[src/rtl/rolagem_pkg.sv]
// rolagem_pkg: shared types and constants for the scrolling-window controller.
`default_nettype none

package rolagem_pkg;

  typedef enum logic [1:0] {
    OCIOSO  = 2'd0,
    CARREGA = 2'd1,
    PUBLICA = 2'd2,
    ESPERA  = 2'd3
  } estado_t;

  localparam int LARGURA_JANELA = 4;
  localparam int LARGURA_CHAR   = 5;
  localparam logic [LARGURA_CHAR-1:0] CHAR_ESPACO = 5'h00;

endpackage

`default_nettype wire

[src/rtl/divisor_passo.sv]
// divisor_passo: step counter 0..CICLOS_PASSO-1 with enable, synchronous clear
// and a terminal flag raised while the count sits at its last value.
`default_nettype none

module divisor_passo #(
  parameter int CICLOS_PASSO = 25_000_000
) (
  input  logic clock,
  input  logic reset,
  input  logic habilita,
  input  logic limpa,
  output logic terminal
);

  localparam int LARGURA = (CICLOS_PASSO > 1) ? $clog2(CICLOS_PASSO) : 1;
  localparam logic [LARGURA-1:0] ULTIMO = LARGURA'(CICLOS_PASSO - 1);

  logic [LARGURA-1:0] contagem;

  always_ff @(posedge clock) begin
    if (reset) begin
      contagem <= '0;
    end else if (limpa) begin
      contagem <= '0;
    end else if (habilita) begin
      contagem <= (contagem == ULTIMO) ? '0 : contagem + LARGURA'(1);
    end
  end

  assign terminal = (contagem == ULTIMO);

endmodule

`default_nettype wire

[src/rtl/rolagem_frase.sv]
// rolagem_frase: reads a 4-character window from the phrase ROM into a shadow
// buffer and publishes it atomically, advancing one position per step.
`default_nettype none

module rolagem_frase
  import rolagem_pkg::*;
#(
  parameter int CICLOS_PASSO = 25_000_000,
  parameter int NUM_POSICOES = 21
) (
  input  logic                                   clock,
  input  logic                                   reset,
  input  logic                                   habilita,
  input  logic                                   reinicia,
  output logic [4:0]                             endereco_rom,
  input  logic [LARGURA_CHAR-1:0]                dado_rom,
  output logic [LARGURA_JANELA*LARGURA_CHAR-1:0] janela,
  output logic [4:0]                             posicao,
  output logic                                   quadro_pronto
);

  localparam logic [4:0] ULTIMA_POSICAO = 5'(NUM_POSICOES - 1);
  localparam logic [1:0] ULTIMO_K       = 2'(LARGURA_JANELA - 1);

  estado_t                 estado;
  logic [1:0]              k;
  logic [LARGURA_CHAR-1:0] sombra [LARGURA_JANELA];
  logic [LARGURA_JANELA*LARGURA_CHAR-1:0] sombra_empacotada;

  logic passo_terminal;
  logic passo_habilita;
  logic passo_limpa;

  // The counter runs in every active state so the step period includes the
  // load and publish cycles; it restarts whenever a fresh run begins.
  assign passo_habilita = habilita && (estado != OCIOSO);
  assign passo_limpa    = reinicia || ((estado == OCIOSO) && habilita);

  divisor_passo #(
    .CICLOS_PASSO (CICLOS_PASSO)
  ) u_divisor_passo (
    .clock    (clock),
    .reset    (reset),
    .habilita (passo_habilita),
    .limpa    (passo_limpa),
    .terminal (passo_terminal)
  );

  always_comb begin
    endereco_rom = posicao;
    if (estado == CARREGA) begin
      endereco_rom = posicao + 5'(k);
    end
  end

  // Leftmost character (shadow[0]) lands in the most significant slot.
  always_comb begin
    sombra_empacotada = '0;
    for (int i = 0; i < LARGURA_JANELA; i++) begin
      sombra_empacotada[(LARGURA_JANELA-1-i)*LARGURA_CHAR +: LARGURA_CHAR] = sombra[i];
    end
  end

  always_ff @(posedge clock) begin
    if (reset) begin
      estado        <= OCIOSO;
      posicao       <= '0;
      k             <= '0;
      janela        <= {LARGURA_JANELA{CHAR_ESPACO}};
      quadro_pronto <= 1'b0;
      for (int i = 0; i < LARGURA_JANELA; i++) begin
        sombra[i] <= CHAR_ESPACO;
      end
    end else begin
      quadro_pronto <= 1'b0;
      if (reinicia) begin
        posicao <= '0;
        k       <= '0;
        estado  <= habilita ? CARREGA : OCIOSO;
      end else begin
        case (estado)
          OCIOSO: begin
            if (habilita) begin
              k      <= '0;
              estado <= CARREGA;
            end
          end
          CARREGA: begin
            sombra[k] <= dado_rom;
            k         <= k + 2'd1;
            if (k == ULTIMO_K) begin
              estado <= PUBLICA;
            end
          end
          PUBLICA: begin
            janela        <= sombra_empacotada;
            quadro_pronto <= 1'b1;
            estado        <= ESPERA;
          end
          ESPERA: begin
            if (passo_terminal && habilita) begin
              posicao <= (posicao == ULTIMA_POSICAO) ? 5'd0 : posicao + 5'd1;
              k       <= '0;
              estado  <= CARREGA;
            end
          end
          default: estado <= OCIOSO;
        endcase
      end
    end
  end

endmodule

`default_nettype wire
[config.mk]
export PLATFORM = sky130hd
export DESIGN_NAME = rolagem_frase
export DESIGN_NICKNAME = d
export VERILOG_FILES = /design/src/rtl/rolagem_pkg.sv /design/src/rtl/divisor_passo.sv /design/src/rtl/rolagem_frase.sv
export SDC_FILE = /design/constraint.sdc
export NUM_CORES = 1
export LEC_CHECK = 0
export CAP_MARGIN = 20
export CORE_ASPECT_RATIO = 2
export CORE_MARGIN = 2
export CORE_UTILIZATION = 50
export DETAILED_ROUTE_END_ITERATION = 8
export GPL_TIMING_DRIVEN = 0
export PLACE_DENSITY = 0.75
export RECOVER_POWER = 50
export SLEW_MARGIN = 10
export SYNTH_ARGS = -nofsm -noshare
export SYNTH_HDL_FRONTEND = slang
export SYNTH_SLANG_ARGS = --single-unit
export TNS_END_PERCENT = 5
[constraint.sdc]
create_clock -name clock -period 1.9 [get_ports clock]
set_input_delay 0.38 -clock clock [delete_from_list [all_inputs] [get_ports clock]]
set_output_delay 0.38 -clock clock [all_outputs]
set_load 0.005 [all_outputs]
==> metrics.yaml <==
layout.cells.non_filler: 517
slowest_stage: "dfxtp_4"
cts_num_sinks: 75
slew_headroom_pct: 66.2
layout_setup_ws_ns: -0.115
crit_fanout: 2
async_flop_share_pct: 0
synth_common_cells: "nand2_1, dfxtp_1, nor2_1, a21oi_1, edfxtp_1"
detailed_place_hpwl_um: 5700
n_antenna_cell: 0
via_per_inst: 5.40
port-buffer-count: 38
drt_wl_total_um: 7880
max_stage_delay_ns: 0.35
use_met2_pct: 43.8
peakVddDrop_uv: 617
yosysTopAreaCell: "dfxtp_1"
grt_start_max_net_pins: 13
syn-num-nets: 389
vias: 2791
grt_pass1_wl_um: 12900
h-tree-depth: 3
synth_cell_types: 51
drt.antenna.violating_nets: 0
gp_congestion: 0.851
nFillCells: 550
gr-usage-all-layers_pct: 22.3
grt_use_met1_pct: 18.7
initial_core_util_pct: 51.9
drc: 0
dr.pass1.iters: 4
run_status: "complete, but fails checks"
ys_seq_elements: 75
crit_type: "flop to output port"
static-leakage-power_uw: 0.00167
synth.top_cell.area_share_pct: 32.0
min_path_type: "flop to flop"
synth_area_leaders: "dfxtp_1, edfxtp_1, nand2_1"
cts_tree: "built"
grt_busiest_layer: "met2"
finalMaxSlewViolations: 0
synth_edf_count: 20
critPathArrivalTime_ns: 1.63
fp-row-count: 42
fin_area_um2: 4480
cp-start-kind: "flop"
insertion_delay_ns: 0.33
maxCapViolations: 0
yosysSeqAreaShare_pct: 49.5
cts_buffer_depth: 2
die_height_um: 121
cts_hold_buf: 0
cts-root-buf: "clkbuf_16"
grt_pass1_vias: 2873
io_pins: 40
yosysWarnings: 0
final_core_util_pct: 67.6
holdWs_ns: 0.449
fp.dieW_um: 62.6
wl_per_cell_um: 15.2
drtIter0Drc: 93
clk_pin_slew_ns: 0.05
dpl-instance-area_um2: 3930
coreArea_um2: 6620
fmax_ghz: 0.496
area_delta_synth_final_pct: 30.3
powerDensity_nw_per_um2: 840
min_period_over_period_pct: 106
end_kind: "output port"
antenna_found_initial: 0
rsz0062_at_grt: "true"
synth_ff_type: "dfxtp_1"
violations: "setup timing"
synthCells: 369
syn_area_um2: 3440
finalSetupViolCount: 35
worst_pin_slew_ns: 0.507
overflow: 0
use_met3_pct: 3.53
synth_most_common_cell: "nand2_1"
finalPower_uw: 3760
finalHoldViolCount: 0
dp_cells: 495
worstPathRequired_ns: 1.52
cts_buffers: 9
nNetsFinal: 444
min_period_ns: 2.01
synth.avg_cell_area_um2: 9.31
finalClockSkew_ns: 0.00486
crit_chain: "ha_4 > inv_2 > fa_2 > nand4b_1 > xnor2_1 > buf_2"
die_area_um2: 7590
drive_above_1_share_pct: 18.6
-- registers in the layout (all words and copies together) (netlist names) --
name and count:
u_divisor_passo.contagem 25, quadro_pronto 1, posicao 5, sombra 20, janela 20, estado 2, k 2
-- placed cells by master (no fill, tap or decap), types with 4 or more instances in the layout --
master,Yosys,routed
buf_2,2,4
and3_1,9,9
xor2_1,14,14
a21oi_1,30,26
xnor2_1,13,13
edfxtp_1,20,20
and2_1,15,12
buf_4,0,6
dfxtp_1,55,46
and4_1,4,4
nor2_1,43,38
dfxtp_4,0,7
clkbuf_1,11,10
a21oi_2,1,4
nand4_1,10,10
inv_1,15,11
buf_6,2,5
ha_1,10,7
nand3_1,8,8
clkdlybuf4s50_1,0,10
nand2_1,60,59
dlygate4sd3_1,0,23
clkbuf_16,0,9
-- area by class of cell --
class	count	area (µm²)	share of cell area, %
multi-input combinational	263	1750	39.0
buffer	15	108	2.40
clock inverter	5	77.6	1.73
timing repair buffer	45	415	9.28
sequential	75	1730	38.6
clock buffer	11	233	5.20
tap	88	110	2.46
inverter	15	58.8	1.31
-- final timing paths --
kind / from / end / slack [ns] / depth (start not counted)
max: posicao[0] / endereco_rom[4] / -0.11 / 6
min: janela[14] / janela[14] / 0.45 / 2
max reg2reg: estado[0] / u_divisor_passo.contagem[19] / -0.09 / 8
min reg2reg: janela[14] / janela[14] / 0.45 / 2
-- worst max-delay path: cells and delay by family (launching register included) --
kind	cells	cell delay [ns]
xor gates and xnor gates	1	0.14
adders and majority gates	2	0.45
buffers and inverters	2	0.16
DFF	1	0.35
and+or+nand+nor	1	0.19
-- power breakdown --
part / switching, µW / internal, µW
registers: 22.1 / 1680
logic: 182 / 126
clock network: 613 / 1140
total: 817 / 2950
-- logic make-up after synthesis --
group,after synthesis,synth area share [%]
AOI/OAI and AO/OA,46,8.30
xor gates and xnor gates,27,6.88
adders and majority gates,11,4.22
buffers and inverters,31,3.90
DFF,75,49.5
muxes,3,0.874
and+or+nand+nor,176,26.3
-- routing by layer --
| layer | share of wire (%) | vias up |
|---|---|---|
| met2 | 57 | 74 |
| met1 | 34 | 1311 |
| li1 | - | 1368 |
| met5 | 0 | - |
| met4 | 6.8 | 0 |
| met3 | 3.0 | 38 |
-- metrics by stage --
stage | setup TNS [ns] | setup WS (ns)
floorplan | 0 | 0.00327
global placement | -15.02 | -0.494
detailed placement | -17.06 | -0.548
CTS | -1.39 | -0.169
global route | -4.39 | -0.191
finish | -1.28 | -0.115
-- timing repair --
item,CTS,global route
buffers inserted,4,3
setup endpoints to repair,47,44
pin swaps,6,17
endpoints found under the hold margin,0,0
gates resized for setup,61,20
(Power assumes the default switching activity.)
